File: config.mk
export PLATFORM = sky130hd
export DESIGN_NAME = hazard_ctrl
export DESIGN_NICKNAME = d
export VERILOG_FILES = /design/src/rtl/hazard_ctrl_pkg.sv /design/src/rtl/hazard_perf_cnt.sv /design/src/rtl/hazard_ctrl.sv
export SDC_FILE = /design/constraint.sdc
export NUM_CORES = 1
export LEC_CHECK = 0
export CAP_MARGIN = 5
export CORE_MARGIN = 10
export CORE_UTILIZATION = 36
export DETAILED_ROUTE_END_ITERATION = 10
export PLACE_DENSITY = 0.78
export SLEW_MARGIN = 20
export SYNTH_ARGS = -nofsm -noshare
export SYNTH_HDL_FRONTEND = slang
export SYNTH_SLANG_ARGS = --single-unit
File: constraint.sdc
create_clock -name clk -period 2.2 [get_ports clk]
set_clock_uncertainty 0.1 [all_clocks]
set_input_delay 0.55 -clock clk [delete_from_list [all_inputs] [get_ports clk]]
set_output_delay 0.55 -clock clk [all_outputs]
set_load 0.01 [all_outputs]
File: src/rtl/hazard_ctrl_pkg.sv
// ============================================================================
// Module   : hazard_ctrl_pkg
// Purpose  : Shared types, constants and helpers for the pipeline hazard
//            controller (miss FSM state type, forwarding selects, result-select
//            encoding, forwarding-select helper).
// Revision : 1.0 - initial release
// ============================================================================
`default_nettype none

package hazard_ctrl_pkg;

    // Data-memory miss FSM states
    typedef enum logic [0:0] {
        RUN  = 1'b0,
        MISS = 1'b1
    } miss_state_t;

    // Operand forwarding selects
    localparam logic [1:0] FWD_RF  = 2'b00;
    localparam logic [1:0] FWD_WB  = 2'b01;
    localparam logic [1:0] FWD_MEM = 2'b10;

    // resultsrcE encoding for a load
    localparam logic [1:0] RESULT_LOAD = 2'b01;

    // Forwarding select for one Execute source operand. Memory is the younger
    // producer, so it is checked first. x0 is never forwarded.
    function automatic logic [1:0] fwd_sel(
        input logic [4:0] rs,
        input logic [4:0] rd_m,
        input logic       we_m,
        input logic [4:0] rd_w,
        input logic       we_w
    );
        logic [1:0] sel;
        sel = FWD_RF;
        if (we_m && (rd_m != 5'd0) && (rd_m == rs)) begin
            sel = FWD_MEM;
        end else if (we_w && (rd_w != 5'd0) && (rd_w == rs)) begin
            sel = FWD_WB;
        end
        return sel;
    endfunction

endpackage

`default_nettype wire

File: src/rtl/hazard_perf_cnt.sv
// ============================================================================
// Module   : hazard_perf_cnt
// Purpose  : Enable-driven performance counter that saturates at all-ones.
// Ports    : clk     - core clock
//            rst     - asynchronous active-high reset (clears the count)
//            i_en    - count this cycle
//            o_cnt   - current count, WIDTH bits
// Revision : 1.0 - initial release
// ============================================================================
`default_nettype none

module hazard_perf_cnt #(
    parameter int WIDTH = 32
) (
    input  logic             clk,
    input  logic             rst,
    input  logic             i_en,
    output logic [WIDTH-1:0] o_cnt
);

    logic [WIDTH-1:0] r_cnt;

    always_ff @(posedge clk or posedge rst) begin
        if (rst) begin
            r_cnt <= '0;
        end else if (i_en && !(&r_cnt)) begin
            r_cnt <= r_cnt + 1'b1;
        end
    end

    assign o_cnt = r_cnt;

endmodule

`default_nettype wire

File: src/rtl/hazard_ctrl.sv
// ============================================================================
// Module   : hazard_ctrl
// Purpose  : Pipeline hazard controller for the five-stage core: load-use
//            stall, taken-branch flush, operand forwarding, data-memory miss
//            stall FSM and a sticky miss-wait watchdog.
// Ports    : clk, rst                       - clock, async active-high reset
//            rs1D/rs2D                      - Decode source registers
//            rs1E/rs2E/rdE, resultsrcE      - Execute registers / result select
//            pcsrcE                         - taken branch/jump in Execute
//            rdM/rdW, regwriteM/regwriteW   - producers in Memory/Writeback
//            memreqM, memreadyM             - data-memory request / ready
//            stallF/D/E/M, flushD/E/W       - stage register controls
//            forwardAE/BE                   - operand forwarding selects
//            miss_timeout                   - sticky watchdog flag
//            lwstall_cnt/flush_cnt/miss_cnt - perf counters (macro only)
// Config   : HAZARD_PERF_CNT_EN - when defined, adds the three counters.
// Revision : 1.0 - initial release
// ============================================================================
`default_nettype none

module hazard_ctrl
    import hazard_ctrl_pkg::*;
#(
    parameter int MISS_TIMEOUT = 256,
    parameter int CNT_WIDTH    = 32
) (
    input  logic                 clk,
    input  logic                 rst,
    input  logic [4:0]           rs1D,
    input  logic [4:0]           rs2D,
    input  logic [4:0]           rs1E,
    input  logic [4:0]           rs2E,
    input  logic [4:0]           rdE,
    input  logic [1:0]           resultsrcE,
    input  logic                 pcsrcE,
    input  logic [4:0]           rdM,
    input  logic [4:0]           rdW,
    input  logic                 regwriteM,
    input  logic                 regwriteW,
    input  logic                 memreqM,
    input  logic                 memreadyM,
    output logic                 stallF,
    output logic                 stallD,
    output logic                 stallE,
    output logic                 stallM,
    output logic                 flushD,
    output logic                 flushE,
    output logic                 flushW,
    output logic [1:0]           forwardAE,
    output logic [1:0]           forwardBE,
    output logic                 miss_timeout
`ifdef HAZARD_PERF_CNT_EN
    ,
    output logic [CNT_WIDTH-1:0] lwstall_cnt,
    output logic [CNT_WIDTH-1:0] flush_cnt,
    output logic [CNT_WIDTH-1:0] miss_cnt
`endif
);

    // Wait counter only needs to reach MISS_TIMEOUT, where it saturates
    localparam int c_WAIT_W = $clog2(MISS_TIMEOUT + 1);
    localparam logic [c_WAIT_W-1:0] c_WAIT_MAX = c_WAIT_W'(MISS_TIMEOUT);

    miss_state_t         r_state;
    miss_state_t         w_state_nxt;
    logic                w_memstall;
    logic                w_lwstall;
    logic [c_WAIT_W-1:0] r_wait_cnt;
    logic [c_WAIT_W-1:0] w_wait_nxt;
    logic                r_timeout;

    assign w_lwstall = (resultsrcE == RESULT_LOAD) && (rdE != 5'd0) &&
                       ((rdE == rs1D) || (rdE == rs2D));

    // ---------------------------------------------------------------- miss FSM
    always_ff @(posedge clk or posedge rst) begin
        if (rst) begin
            r_state <= RUN;
        end else begin
            r_state <= w_state_nxt;
        end
    end

    // The stall is raised already in the RUN cycle that sees the miss, so the
    // pipeline freezes on the very access that missed.
    always_comb begin
        w_state_nxt = r_state;
        w_memstall  = 1'b0;
        case (r_state)
            RUN: begin
                if (memreqM && !memreadyM) begin
                    w_state_nxt = MISS;
                    w_memstall  = 1'b1;
                end
            end
            MISS: begin
                if (memreadyM) begin
                    w_state_nxt = RUN;
                end else begin
                    w_memstall = 1'b1;
                end
            end
            default: begin
                w_state_nxt = RUN;
            end
        endcase
    end

    // ------------------------------------------------------ stall/flush/forward
    // A miss freezes F..M and bubbles W; D/E flushes are suppressed so a
    // pending branch or load-use is re-evaluated once the miss releases.
    always_comb begin
        stallF    = 1'b0;
        stallD    = 1'b0;
        stallE    = 1'b0;
        stallM    = 1'b0;
        flushD    = 1'b0;
        flushE    = 1'b0;
        flushW    = 1'b0;
        forwardAE = fwd_sel(rs1E, rdM, regwriteM, rdW, regwriteW);
        forwardBE = fwd_sel(rs2E, rdM, regwriteM, rdW, regwriteW);
        if (rst) begin
            flushD    = 1'b1;
            flushE    = 1'b1;
            flushW    = 1'b1;
            forwardAE = FWD_RF;
            forwardBE = FWD_RF;
        end else if (w_memstall) begin
            stallF = 1'b1;
            stallD = 1'b1;
            stallE = 1'b1;
            stallM = 1'b1;
            flushW = 1'b1;
        end else begin
            stallF = w_lwstall;
            stallD = w_lwstall;
            flushD = pcsrcE;
            flushE = w_lwstall || pcsrcE;
        end
    end

    // ---------------------------------------------------------------- watchdog
    always_comb begin
        w_wait_nxt = '0;
        if (r_state == MISS) begin
            w_wait_nxt = (r_wait_cnt == c_WAIT_MAX) ? r_wait_cnt
                                                     : r_wait_cnt + 1'b1;
        end
    end

    always_ff @(posedge clk or posedge rst) begin
        if (rst) begin
            r_wait_cnt <= '0;
            r_timeout  <= 1'b0;
        end else begin
            r_wait_cnt <= w_wait_nxt;
            if (w_wait_nxt == c_WAIT_MAX) begin
                r_timeout <= 1'b1;
            end
        end
    end

    assign miss_timeout = r_timeout;

    // ------------------------------------------------------- perf counters
`ifdef HAZARD_PERF_CNT_EN
    hazard_perf_cnt #(.WIDTH(CNT_WIDTH)) u_lwstall_cnt (
        .clk   (clk),
        .rst   (rst),
        .i_en  (w_lwstall && !w_memstall),
        .o_cnt (lwstall_cnt)
    );

    hazard_perf_cnt #(.WIDTH(CNT_WIDTH)) u_flush_cnt (
        .clk   (clk),
        .rst   (rst),
        .i_en  (pcsrcE && !w_memstall),
        .o_cnt (flush_cnt)
    );

    hazard_perf_cnt #(.WIDTH(CNT_WIDTH)) u_miss_cnt (
        .clk   (clk),
        .rst   (rst),
        .i_en  (w_memstall),
        .o_cnt (miss_cnt)
    );
`endif

endmodule

`default_nettype wire

==> results.json <==
{
  "status": "finished with violations",
  "failed_checks": "negative setup slack",
  "tightest_slew_ns": 0.297,
  "cts.clk_slew.worst_paths_ns": 0.07,
  "layout-drive-gt1-share_pct": 48.7,
  "synth-warning-count": 0,
  "setup_tns_ns": -1.37,
  "ys_seq_area_share_pct": 25.0,
  "grtUsageTotal_pct": 16.0,
  "crit_family": "simple AND/OR/NAND/NOR gates",
  "synth_edf_count": 0,
  "viasPerCell": 5.24,
  "cp_common_cell": "nor3_2",
  "gp_congestion": 0.860,
  "ys_async_sr_fraction_pct": 100,
  "worstSkewPairLatency_ns": 0.28,
  "critPathSlowestCell": "or4_4",
  "cts_tree": "built",
  "power_uw": 651,
  "grt_first_pass_wirelength_um": 6940,
  "finalWorstSetupSlack_ns": -0.279,
  "grt_max_degree": 16,
  "n_antenna_cell": 0,
  "syn_area_um2": 1100,
  "die_y_um": 75.3,
  "port-buffer-count": 55,
  "slowest_delay_ns": 0.54,
  "dpl.hpwl_um": 3530,
  "clock_sinks": 11,
  "slew_headroom_pct": 80.0,
  "crit_arrival_ns": 1.83,
  "crit_required_ns": 1.55,
  "period_share_pct": 113,
  "grt_overflow": 0,
  "cap_violations": 0,
  "placed_area_um2": 1920,
  "grt_pass1_vias": 1467,
  "fin_area_um2": 2090,
  "core_um2": 2980,
  "regToRegSetupSlack_ns": 0.01,
  "clockBufferDepth": 2,
  "vias": 1347,
  "ioPinCount": 56,
  "fmax_mhz": 403,
  "startpoint_type": "primary input",
  "path_max_fanout": 3,
  "drv_slew": 0,
  "area_delta_synth_final_pct": 89.7,
  "synth_area_per_cell_um2": 8.22,
  "numCtsBuffers": 3,
  "syn_inst": 134,
  "holdWs_ns": 0.203,
  "hold_viol_final": 0,
  "synth_cell_types": 36,
  "ys_seq_elements": 11,
  "die_x_um": 75.3,
  "postRouteAntennaNets": 0,
  "finalSetupViolations": 7,
  "min_period_ns": 2.48,
  "cp_cell_sequence": "buf_6, or4_4, o21ai_4, buf_4, nor3_2, nor3_2, buf_2",
  "hold_path_class": "primary input to async pin",
  "synthFlopType": "dfrtp_1",
  "wl_um": 4410,
  "nNetsFinal": 271,
  "rsz0062_at_grt": "true",
  "synth_nets": 180,
  "cts-root-buf": "clkbuf_4",
  "ir_drop_mv": 0.145,
  "antenna_found_initial": 0,
  "drtPass1Iterations": 4,
  "crit_buf_inv": 3,
  "rows": 20,
  "routedWlPerCell_um": 17.2,
  "start_util_pct": 37.0,
  "drt_iter0_markers": 62,
  "remaining_drc_errors": 0,
  "setup.worst_path.end_class": "output pin",
  "h-tree-depth": 1,
  "p_leak_uw": 0.000945,
  "path_class": "primary input to output pin",
  "power.density_nw_per_um2": 312,
  "dieArea_um2": 5670
}
[report_power, final]
part           switching (uW)  internal [uW]
clock                    70.7           70.4
combinational             137            163
sequential               3.96            206
total                     212            439
[kinds of logic (layout without fill, tap and decap cells)]
| family | after synthesis | count (layout) | share of synthesized area [%] |
|---|---|---|---|
| adders and majority gates | 2 | 2 | 2.27 |
| xor gates and xnor gates | 37 | 37 | 29.4 |
| DFF | 11 | 11 | 25.0 |
| buffers and inverters | 11 | 101 | 5.23 |
| and+or+nand+nor | 57 | 57 | 28.6 |
| AOI/OAI and AO/OA | 16 | 16 | 9.43 |
[layer usage]
layer  global-route usage [%]  wire length, um  vias to the layer above
li1                         -                -                      646
met1                     14.7             1490                      647
met2                     32.0             2510                       47
met3                     5.34              313                        7
met4                     4.54               97                        0
met5                        0                0                        -
[registers in the layout (all words and copies together) (netlist names)]
signal,cells
r_wait_cnt,9
miss_timeout,1
r_state,1
[placed cells by master, fill, tap and decap left out, types with 5 or more instances in the layout]
| cell type | n |
|---|---|
| nand2_1 | 11 |
| buf_4 | 31 |
| or4_4 | 5 |
| xor2_1 | 7 |
| nand3_1 | 6 |
| dlygate4sd2_1 | 13 |
| buf_2 | 15 |
| dfrtp_1 | 11 |
| inv_1 | 5 |
| xnor2_1 | 21 |
| and2_1 | 5 |
| clkbuf_2 | 11 |
| xnor2_2 | 7 |
| buf_6 | 13 |
[metrics by stage]
stage	instances	utilization [%]	setup slack, ns
floorplan	134	-	-0.0758
global placement	246	64.5	-1.04
detailed placement	246	64.5	-1.06
CTS	255	69.2	-0.343
global route	257	70.1	-0.318
finish	257	70.1	-0.279
[timing repair]
action                                  in CTS  in global routing
buffers inserted                             6                  3
endpoints found under the setup margin      12                 10
pin swaps                                   31                 22
resized for setup                          163                 36
hold endpoints to repair                     0                  0
hold buffers                                 0                  0
[worst register-to-register path: cells and delay by family, from the launching register on]
kind	cells	cell delay (ns)
flip-flops	1	0.38
AND/OR/NAND/NOR	3	1.31
AO/OA/AOI/OAI	2	0.34
[synth_stat cells, types with 2 or more instances]
cell type	instances	area share, %
o31ai_1	2	1.4
or4_1	6	4.1
nor3_1	5	2.3
nor2_1	5	1.7
inv_1	6	2.0
nand2_1	12	4.1
nor4_1	4	2.3
o21ai_0	2	0.91
buf_4	2	1.4
xnor2_1	29	23
nand3b_1	2	1.4
and2_2	2	1.4
nand4_1	2	1.1
a21oi_1	4	1.8
xor2_1	8	6.4
ha_1	2	2.3
nand3_1	8	3.6
dfrtp_1	11	25
and2_1	5	2.8
[area by class of cell]
| cell class | instances | area, um2 |
|---|---|---|
| multi-input cells | 112 | 1010 |
| fillers | 238 | 890 |
| clock buffers | 4 | 26.3 |
| repair buffers | 91 | 708 |
| inverters | 6 | 26.3 |
| flip-flops and latches | 11 | 275 |
| well taps | 33 | 41.3 |
[path summary, 6_finish.rpt]
check | to | cells past startpoint | start
setup / recovery | forwardBE[0] | 7 | rdM[4]
hold / removal | r_state$_DFF_PP0_ | 3 | rst
setup reg to reg | miss_timeout$_DFFE_PP0N_ | 5 | r_wait_cnt[5]$_DFF_PP0_
hold reg to reg | miss_timeout$_DFFE_PP0N_ | 1 | miss_timeout$_DFFE_PP0N_
max in group asynchronous | r_wait_cnt[3]$_DFF_PP0_ | 3 | rst
min in group clk | miss_timeout$_DFFE_PP0N_ | 1 | miss_timeout$_DFFE_PP0N_
No activity file was read; power rests on OpenSTA's default activity.
